`config.mk`:
```
export PLATFORM = sky130hd
export DESIGN_NAME = sc_stream_to_binary
export DESIGN_NICKNAME = d
export VERILOG_FILES = /design/src/rtl/sc_stream_to_binary_pkg.sv /design/src/rtl/sc_window_counter.sv /design/src/rtl/sc_stream_to_binary.sv
export SDC_FILE = /design/constraint.sdc
export NUM_CORES = 1
export LEC_CHECK = 0
export CAP_MARGIN = 0
export CORE_MARGIN = 5
export CORE_UTILIZATION = 46
export DETAILED_ROUTE_END_ITERATION = 12
export GPL_TIMING_DRIVEN = 0
export PLACE_DENSITY = 0.71
export RECOVER_POWER = 25
export SLEW_MARGIN = 10
export SYNTH_ARGS = -nofsm -noshare
export SYNTH_HDL_FRONTEND = slang
export SYNTH_HIERARCHICAL = 1
export SYNTH_SLANG_ARGS = --single-unit
```
`constraint.sdc`:
```
create_clock -name clk -period 2.35 [get_ports clk]
set_input_delay 0.705 -clock clk [delete_from_list [all_inputs] [get_ports clk]]
set_output_delay 0.705 -clock clk [all_outputs]
set_load 0.02 [all_outputs]
```
`src/rtl/sc_stream_to_binary_pkg.sv`:
```
// Shared definitions for the stochastic-to-binary converter: FSM encodings and window sizing.
package sc_stream_to_binary_pkg;

    localparam logic S2B_IDLE  = 1'b0;
    localparam logic S2B_COUNT = 1'b1;

    // Number of qualified bits in one window of log2 length w.
    function automatic int unsigned sc_window(input int unsigned w);
        return 32'd1 << w;
    endfunction

endpackage

```
`src/rtl/sc_window_counter.sv`:
```
// Counts qualified bits and qualified 1s over one window of 2^WIDTH samples.
module sc_window_counter
    import sc_stream_to_binary_pkg::*;
#(
    parameter int WIDTH = 8
) (
    input  logic             clk,
    input  logic             rst,
    input  logic             clr,
    input  logic             en,
    input  logic             sample,
    output logic [WIDTH:0]   ones_cnt,
    output logic             last
);

    localparam logic [WIDTH-1:0] BIT_MAX = WIDTH'(sc_window(WIDTH) - 1);

    logic [WIDTH-1:0] bit_cnt;

    assign last = en && (bit_cnt == BIT_MAX);

    // NOTE: sequential state uses non-blocking assignments so every register samples pre-edge values.
    always_ff @(posedge clk) begin
        if (!rst) begin
            bit_cnt  <= '0;
            ones_cnt <= '0;
        end else if (clr) begin
            bit_cnt  <= '0;
            ones_cnt <= '0;
        end else if (en) begin
            bit_cnt  <= bit_cnt + WIDTH'(1);
            ones_cnt <= ones_cnt + (WIDTH+1)'(sample);
        end
    end

endmodule

```
`src/rtl/sc_stream_to_binary.sv`:
```
// Converts a stochastic bitstream into a binary count of 1s per 2^WIDTH-bit window,
// presented on a valid/ready output with a sticky overrun flag.
module sc_stream_to_binary
    import sc_stream_to_binary_pkg::*;
#(
    parameter int WIDTH = 8,
    parameter bit CONT  = 1'b0
) (
    input  logic             clk,
    input  logic             rst,
    input  logic             start,
    input  logic             in_bit,
    input  logic             in_valid,
    output logic             busy,
    output logic [WIDTH:0]   out_value,
    output logic             out_valid,
    input  logic             out_ready,
    output logic             overrun
);

    logic           state;
    logic           cnt_en;
    logic           cnt_clr;
    logic           last;
    logic [WIDTH:0] ones_cnt;

    assign busy    = (state == S2B_COUNT);
    assign cnt_en  = busy && in_valid;
    // Holding the counters clear while idle gives a zeroed window on entry;
    // clearing on the last bit lets a continuous run start the next window with no dead cycle.
    assign cnt_clr = !busy || last;

    sc_window_counter #(.WIDTH(WIDTH)) u_counter (
        .clk      (clk),
        .rst      (rst),
        .clr      (cnt_clr),
        .en       (cnt_en),
        .sample   (in_bit),
        .ones_cnt (ones_cnt),
        .last     (last)
    );

    always_ff @(posedge clk) begin
        if (!rst) begin
            state     <= S2B_IDLE;
            out_value <= '0;
            out_valid <= 1'b0;
            overrun   <= 1'b0;
        end else begin
            if (state == S2B_IDLE) begin
                if (start || CONT)
                    state <= S2B_COUNT;
            end else if (last && !CONT) begin
                state <= S2B_IDLE;
            end

            // A completing window always wins; an accept in the same cycle just frees the slot.
            if (last) begin
                out_value <= ones_cnt + (WIDTH+1)'(in_bit);
                out_valid <= 1'b1;
                if (out_valid && !out_ready)
                    overrun <= 1'b1;
            end else if (out_ready) begin
                out_valid <= 1'b0;
            end
        end
    end

endmodule

```
# --- After elaboration in Yosys (flattened, before gate mapping) ---
# Cells that the tools add are included.
totals:
  out_inout_bits: 12
  wordCells: 24
  inputBits: 6
  register_bits: 29
classes:
  eq_ne: 1
  n_reduce_logical: 9
  n_bitwise: 1
  n_mux: 5
  addsub: 2
op_table:
  columns: ["op", "count"]
  rows:
  - ["adder 9 x 1 -> 9 bit", 1]
  - ["adder 8 x 1 -> 8 bit, second input constant", 1]
  - ["equality test 8 bit, second input constant", 1]
  - ["2-to-1 mux 1 bit", 5]
  - ["logical AND 1 bit", 3]
  - ["logical NOT 1 bit", 2]
  - ["AND reduction 2 bit", 1]
  - ["nonzero test 2 bit", 1]
  - ["OR reduction 2 bit", 1]
  - ["logical OR 1 bit", 1]
  - ["NOT 1 bit", 1]

# --- Longest topological paths before layout ---
logic_depth:
  depth_word: 4
  depth_mapped: 10
  mapped_depth_nobuf: 6

# --- By module ---
# The synthesis kept the hierarchy.
modules_own_cells:
  columns: ["module", "instances", "cells_per_inst", "seq_area_each_um2", "area_per_inst_um2"]
  rows:
  - ["sc_window_counter", 1, 81, 340.3, 763.2]
  - ["sc_stream_to_binary", 1, 62, 240.2, 558.0]

# --- Least setup slack after synthesis ---
# Ideal clock, no wire load.
synth_path:
  path_kind: "input port to flip-flop"
  start: "input in_valid"
  end: "register u_counter.bit_cnt[0]"
  required_time_ps: 2222
  arrival_time_ps: 2268
  path_buffers: 4
  stages: 10
  setup_slack_ps: -45
  setup_time_ps: 128
  cell_sequence: "and2_1 buf_6 nand3_1 nor3_1 buf_2 nand2b_1 nand2b_1 clkbuf_1 clkbuf_1 nor2_1"
synth_via:
  elab_chain_cells: 4
synth_lines:
  columns: ["item", "line_no", "text"]
  rows:
  - ["start, declared", "sc_stream_to_binary.sv:13", "input logic in_valid,"]
  - ["logical AND 1 bit", "sc_stream_to_binary.sv:28", "assign cnt_en = busy && in_valid;"]
  - ["logical AND 1 bit", "sc_window_counter.sv:20", "assign last = en && (bit_cnt == BIT_MAX);"]
  - ["named net last", "sc_stream_to_binary.sv:24", "logic last;"]
  - ["logical OR 1 bit", "sc_stream_to_binary.sv:31", "assign cnt_clr = !busy || last;"]
  - ["named net cnt_clr", "sc_stream_to_binary.sv:23", "logic cnt_clr;"]
  - ["OR reduction 2 bit (no line)", null, null]
  - ["end signal, assigned", "sc_window_counter.sv:31", "bit_cnt <= bit_cnt + WIDTH'(1);"]
  - ["end, declared", "sc_window_counter.sv:18", "logic [WIDTH-1:0] bit_cnt;"]
# The timed path passes the listed nets, and every way through them passes these cells.
# A chain may end at the register's enable or synchronous reset.

# --- Final worst setup path ---
layout_path:
  start: "input in_valid"
  end: "register out_value[4]"
layout_via:
  elab_chain_cells: 2
layout_lines:
  columns: ["item", "line_no", "text"]
  rows:
  - ["logical AND 1 bit", "sc_stream_to_binary.sv:28", null]
  - ["named net cnt_en", "sc_stream_to_binary.sv:22", "logic cnt_en;"]
  - ["logical AND 1 bit", "sc_window_counter.sv:20", null]
  - ["named net last", "sc_stream_to_binary.sv:24", null]
  - ["end signal, assigned", "sc_stream_to_binary.sv:59", "out_value <= ones_cnt + (WIDTH+1)'(in_bit);"]
  - ["end, declared", "sc_stream_to_binary.sv:15", "output logic [WIDTH:0] out_value,"]
# The timed path passes the listed nets, and every way through them passes these cells.

==> impl_metrics.csv <==
group,metric,value,unit
outcome,outcome,"completed",
placed_design,port_buffers,17,
worst_setup_path,crit_fanout,10,
die,die_w,63.6,um
logic_synthesis,ys_top_cells_by_count,"29 x dfxtp_1, 17 x o21ai_0, 11 x or3_1",
logic_synthesis,synth_nets,154,
logic_synthesis,syn_inst,143,
clock_network,cts_tree,"built",
layout,diodes,0,
logic_synthesis,ys_types,26,
drt,viasPerCell,5.48,
placed_design,placed_cell_area,0.00153,mm2
global_route,grt_usage,0.145,
layout,nNetsFinal,183,
die,rows,19,
timing,setup_violations,0,
layout,final_area,0.00164,mm2
logic_synthesis,synth_top_area_cell,"dfxtp_1",
drt,dr.pass1.iters,4,
timing,slew_headroom,0.737,
global_route,grt_first_pass_wirelength,4.62,mm
logic_synthesis,synth-main-ff-cell,"dfxtp_1",
die,pin_count,18,
timing,skew,4.66,ps
clock_network,htreeDepth,2,
worst_setup_path,startpoint_type,"input port",
clock_network,clk_latency,330,ps
worst_setup_path,endpoint_kind,"register",
global_route,grt_pass1_vias,1073,
logic_synthesis,yosys.area.top_type_share,0.439,
drt,ant_nets,0,
run,maxCapViolations,0,
logic_synthesis,yosysWarnings,6,
clock_network,cts-hold-fix-buffers,0,
logic_synthesis,avgSynthCellArea,9.24,um2
global_route,grt_overflow,0,
timing,slew_violations,0,
clock_network,path_clk_slew,90,ps
timing,worst_pin_slew,394,ps
power,cellLeakagePower,0.622,nW
logic_synthesis,synth_edf_count,0,
worst_setup_path,criticalPathCategory,"in -> reg",
drt,drcViolationCount,0,
timing,fin_setup_tns,0,ps
drt,wl_per_cell,13.1,um
clock_network,cts_buffers,5,
layout,syn_to_final_growth,23.9,%
timing,clock.fmax,459,MHz
logic_synthesis,synth-seq-cells,29,
placed_design,dp_hpwl,1.93,mm
timing,hold_viol,0,
logic_synthesis,syn_area,0.00132,mm2
global_route,grt_antenna_before_repair,0,
die,core-area,0.00276,mm2
worst_setup_path,arrival,2440,ps
drt,routed-via-count,1118,
layout,drive_gt1_frac,0.116,
power,power_density,507,mW/mm2
global_route,grt_max_degree,11,
timing,final.period_utilization,0.927,
logic_synthesis,synth_area_leaders,"dfxtp_1 44%, o21ai_0 6.4%, xor2_1 5.3%",
clock_network,clk_path_buf_depth,2,
layout,fillers,251,
drt,drt_iter0_drc,28,
clock_network,cts_sinks,29,
timing,whs,487,ps
logic_synthesis,synthArstFlopShare,0,
power,irDropWorstVdd,0.437,mV
logic_synthesis,yosysSeqAreaShare,0.439,
die,die_area,0.00404,mm2
timing,period_needed,2180,ps
hold_path,hold_class,"reg -> reg",
placed_design,gp_congestion,0.759,
clock_network,cts_root_buffer,"clkbuf_4",
die,start_util,0.479,
worst_setup_path,cp_data_required_time,2620,ps
drt,wirelength,2.68,mm
timing,rsz0062_at_grt,"no",
logic_synthesis,synth.most_common_cell,"dfxtp_1",
die,die_h,63.6,um
path summary, 6_finish.rpt:
path	startpoint	end	slack, ps	depth (start not counted)
max reg2reg	busy	out_value[4]	610	9
max	in_valid	out_value[4]	170	10
min reg2reg	out_value[2]	out_value[2]	490	1
min	out_value[2]	out_value[2]	490	1
logic make-up after synthesis:
group                      synth area share
DFF                                   0.439
and+or+nand+nor                       0.241
adders and majority gates            0.0473
buffers and inverters                0.0275
AOI/OAI and AO/OA                     0.140
xor gates and xnor gates             0.0663
muxes                                0.0379
timing repair:
item | CTS | global route
cloned | 0 | 0
setup buffers | 3 | 4
resized for setup | 4 | 1
setup endpoints to repair | 17 | 11
critical path: stages:
cell and delay [ps]:
clkdlybuf4s50_1 460, and2_1 170, buf_6 130, nand3_1 90, nor3_1 190, buf_4 150
buf_4 110, clkbuf_4 180, o21ai_0 110, a21oi_1 150
cell type report:
type                            count  area (um2)  area share
Multi-Input combinational cell    107         712       0.435
Sequential cell                    29         581       0.355
Timing Repair Buffer               24         223       0.136
Clock buffer                        8        48.8      0.0298
Tap cell                           31        38.8      0.0237
Buffer                              4        30.0      0.0183
Inverter                            1        3.75     0.00229
routing by layer:
metal	GRT usage	up-vias	part of all wire	wire [um]
met5	0	-	0	0
met4	0.0779	0	0.029	77
met3	0.0622	8	0.045	120
met2	0.236	18	0.48	1290
met1	0.157	519	0.44	1190
li1	-	573	-	-
placed cells by master, fill, tap and decap left out:
cell type / synthesis / routed
a21boi_0: 1 / 1
a21oi_1: 10 / 10
a31oi_1: 4 / 4
and2_1: 1 / 1
buf_4: 0 / 8
buf_6: 1 / 1
clkbuf_1: 3 / 4
clkbuf_4: 0 / 6
clkdlybuf4s50_1: 0 / 9
dfxtp_1: 29 / 29
dlygate4sd3_1: 0 / 8
ha_1: 5 / 5
inv_1: 1 / 1
mux2i_1: 5 / 5
nand2_1: 8 / 8
nand2b_1: 3 / 2
nand2b_4: 0 / 1
nand3_1: 7 / 7
nand4_1: 4 / 4
nand4_2: 2 / 2
nand4_4: 2 / 2
nor2_1: 10 / 10
nor2b_1: 4 / 4
nor3_1: 1 / 1
o211a_1: 1 / 1
o21a_1: 1 / 1
o21ai_0: 17 / 17
or3_1: 11 / 11
xnor2_1: 2 / 2
xor2_1: 8 / 8
state kept, by name, indices dropped and copies added, names as in the netlist:
name                cells
out_value               9
u_counter/ones_cnt      9
u_counter/bit_cnt       8
busy                    1
out_valid               1
overrun                 1
power breakdown:
group	internal, W	switching, W	leakage [nW]	total (W)
clock	0.000119	0.000171	0.0265	0.000290
combinational	0.0000243	0.0000206	0.362	0.0000448
sequential	0.000493	0.00000189	0.234	0.000495
total	0.000636	0.000194	0.622	0.000830
stage by stage:
stage	util	total power [W]	setup WS [ps]	instances
final	0.593	0.000830	172	204
after global routing	0.593	0.000871	56.3	204
after CTS	0.584	0.000831	6.49	201
after detailed placement	0.555	0.000545	-790	191
after global placement	0.555	0.000544	-769	191
after floorplan	-	0.000528	42.4	143
Note: power is estimated with default switching activity, not from simulation.
==> variant, RTL diff (same flow settings) <==
Make the reset (`rst`) asynchronous in 2 clocked blocks.
--- a/src/rtl/sc_window_counter.sv
+++ b/src/rtl/sc_window_counter.sv
@@ -20,7 +20,7 @@
     assign last = en && (bit_cnt == BIT_MAX);
 
     // NOTE: sequential state uses non-blocking assignments so every register samples pre-edge values.
-    always_ff @(posedge clk) begin
+    always_ff @(posedge clk or negedge rst) begin
         if (!rst) begin
             bit_cnt  <= '0;
             ones_cnt <= '0;
--- a/src/rtl/sc_stream_to_binary.sv
+++ b/src/rtl/sc_stream_to_binary.sv
@@ -40,7 +40,7 @@
         .last     (last)
     );
 
-    always_ff @(posedge clk) begin
+    always_ff @(posedge clk or negedge rst) begin
         if (!rst) begin
             state     <= S2B_IDLE;
             out_value <= '0;
Formal check against the unedited RTL: differs if rst is asserted again (counterexample within 4 cycles, from zero or initial values and one cycle with rst low); with rst held inactive, the same outputs for 10 cycles.
==> variant against the original RTL <==
The run now ends with max-capacitance violations, max-slew violations left. Sequential cell count did not move. Design area increased by 11%. Area after synthesis increased by 8.4%. Routed wire length increased by 2.9%. Critical endpoint is now u_counter/ones_cnt[7]$_DFFE_PN0P_. Fmax is 0.40% higher. Via count grew 0.72%. Setup slack improved by 0.0087 ns. Non-clock buffer count unchanged. Die area increased by 7.1%. Highest routed layer unchanged.
Power is not compared: it rests on default switching activity, and its combinational part moved more than twofold at a synthesized area within 25%.
==> variant: results (changes against the original RTL) <==
Power and ir drop
  • Internal power: 0.000831 W
  • P_comb: 0.000221 W
  • Sw Share: 0.314
  • Clock Power Share: 0.282
  • Peak VDD IR: approximately 0.46 mV
  • Leakage: 0.776 nW

Setup path
  • Crit path DAT: 2.42 ns (-0.02 ns)
  • R2R cell count: 9 (unchanged)
  • Crit Path Max Fanout: 5 (-5)

Clock tree
  • CTS Buf Count: 5 (unchanged)
  • Clock latency on the worst-skew pair: 0.32 ns
  • Worst-path clk slew: approximately 0.10 ns
  • CTS root buf: clkbuf_4
  • CTS Buffer Depth: 2 (unchanged)
  • H-tree depth: 2 (unchanged)

Place
  • IO buf count: 17 (unchanged)
  • Placer Congestion: 0.769 (+1.4%)
  • Hpwl dp: 1.88 mm (-2.3%)
  • Dpl cell area: 1680 um2 (+9.9%)

Global route
  • GR Util met1: 0.179 (+0.0223)
  • GR Util met3: 0.0544 (-0.00775)
  • Largest net degree at the start of global routing: 30 (+19)
  • Total Routing Usage GR: 0.150 (+0.00509)
  • First-pass GRT wire length: 4.93 mm (+6.7%)
  • Grt met2 use: 0.243 (+0.00676)
  • Vias in the first global route: 1108 (+3.3%)
  • Initial antenna violation count: 0 (unchanged)

Flow run
  • MaxCap Viol Count: 1 (+1)

Cells and area
  • Final #Nets: 181 (-1.1%)
  • Top Registers: out_value: 9 flops, u_counter/ones_cnt: 9 flops, u_counter/bit_cnt: 8 flops
  • FILL cells: 281 (+12%)
  • N_diodes: 0 (unchanged)
  • Ratio of cells with drive above 1 in the final layout: 0.164 (+0.0481)

Detailed routing
  • WL/cell: 12.8 um (-2.4%)
  • DRT Pass-1 Iters: 4 (unchanged)
  • Detail Route Antenna Nets: 0 (unchanged)
  • Iter 0 DRT Violations: 44 (+57%)
  • Vias/cell: 5.24 (-4.4%)

Min path
  • Worst hold stages: 1 (unchanged)
  • HP Class: reg2reg

Run status
  • Status: finished with violations
  • Failing checks: max-capacitance violations, max-slew violations

Yosys
  • Synth warnings: 6 (unchanged)
  • Seq/Total Area, Yosys: 0.507 (+0.0672)
  • Synth unique cells: 31 (+19%)
  • Asr flop ratio synth: 1.00 (+1.00)
  • Main synth FF type: dfrtp_1
  • Syn_nets: 151 (-1.9%)
  • Top post-synthesis cells by area: dfrtp_1 51%, xor2_1 4.9%, nor2_1 4.5%, ha_1 4.4%, a21oi_1 3.5%
  • Commonest cells in the synthesized netlist: 29 x dfrtp_1, 17 x nor2_1, 10 x a21oi_1

Timing
  • Relative slew slack: -0.0179 (-0.755)
  • Max Clock Skew: 0.0102 ns (+0.00551 ns)
  • Max Slew Vio Count: 30 (+30)
==> variant: cell count changes in the layout (fill, tap and decap cells not counted), moves of 4 or more <==
| cell | before | now |
|---|---|---|
| dfrtp_1 | 0 | 29 |
| dfxtp_1 | 29 | 0 |
| dlygate4sd3_1 | 8 | 0 |
| o21ai_0 | 17 | 9 |
| nor2_1 | 10 | 17 |
| clkdlybuf4s50_1 | 9 | 15 |
| inv_1 | 1 | 6 |
| nor2b_1 | 4 | 0 |
| or3_1 | 11 | 7 |
==> variant: worst max-delay path, cell delays in order <==
cell           delay (ns)
dlygate4sd2_1        0.19
and2_4               0.16
buf_8                0.10
nand3_4              0.07
nor3_2               0.14
buf_6                0.12
nand2b_4             0.15
o2111ai_4            0.16
or4_1                0.49
a21oi_1              0.14
==> variant: logic make-up after synthesis <==
kind of cell	count (synthesis)	synth area share
AOI/OAI and AO/OA	30	0.135
xor gates and xnor gates	10	0.0611
adders and majority gates	5	0.0437
buffers and inverters	11	0.0375
DFF	29	0.507
muxes	5	0.0367
and+or+nand+nor	50	0.179
==> variant: cell type report <==
cell class                 count  area share
tap                           44      0.0304
multi-input combinational    100       0.381
buffer                         4      0.0186
clock buffer                   7      0.0359
sequential                    29       0.400
timing repair buffer          24       0.119
inverter                       6      0.0124
clock inverter                 1     0.00276
==> variant: stage by stage <==
stage	utilization	setup TNS, ns	cells	setup slack, ns
CTS	0.599	0	215	0.197
global placement	0.557	-11.00	201	-0.716
detailed placement	0.556	-11.92	201	-0.774
global route	0.599	0	215	0.0763
floorplan	-	-0.308	140	-0.0775
finish	0.599	0	215	0.181
==> variant: path summary, 6_finish.rpt <==
check / start / endpoint / slack (ns)
max reg2reg: busy$_DFF_PN0_ / u_counter/ones_cnt[7]$_DFFE_PN0P_ / 0.28
min reg2reg: overrun$_DFFE_PN0P_ / overrun$_DFFE_PN0P_ / 0.48
min: overrun$_DFFE_PN0P_ / overrun$_DFFE_PN0P_ / 0.48
min in group asynchronous: rst / out_value[5]$_DFFE_PN0P_ / 0.74
max in group asynchronous: rst / u_counter/bit_cnt[7]$_DFFE_PN0P_ / 0.72
max: in_valid / u_counter/ones_cnt[7]$_DFFE_PN0P_ / 0.18
==> variant: repair_timing <==
| action | in CTS | in global routing |
|---|---|---|
| resized for setup | 5 | 0 |
| buffers inserted | 7 | 0 |
| endpoints found under the setup margin | 16 | 0 |
==> variant: layer usage <==
metal,part of all wire,wire length [um],vias up
li1,-,-,564
met1,0.44,1230,536
met2,0.50,1370,24
met3,0.052,143,2
met4,0.0054,15,0
met5,0,0,-
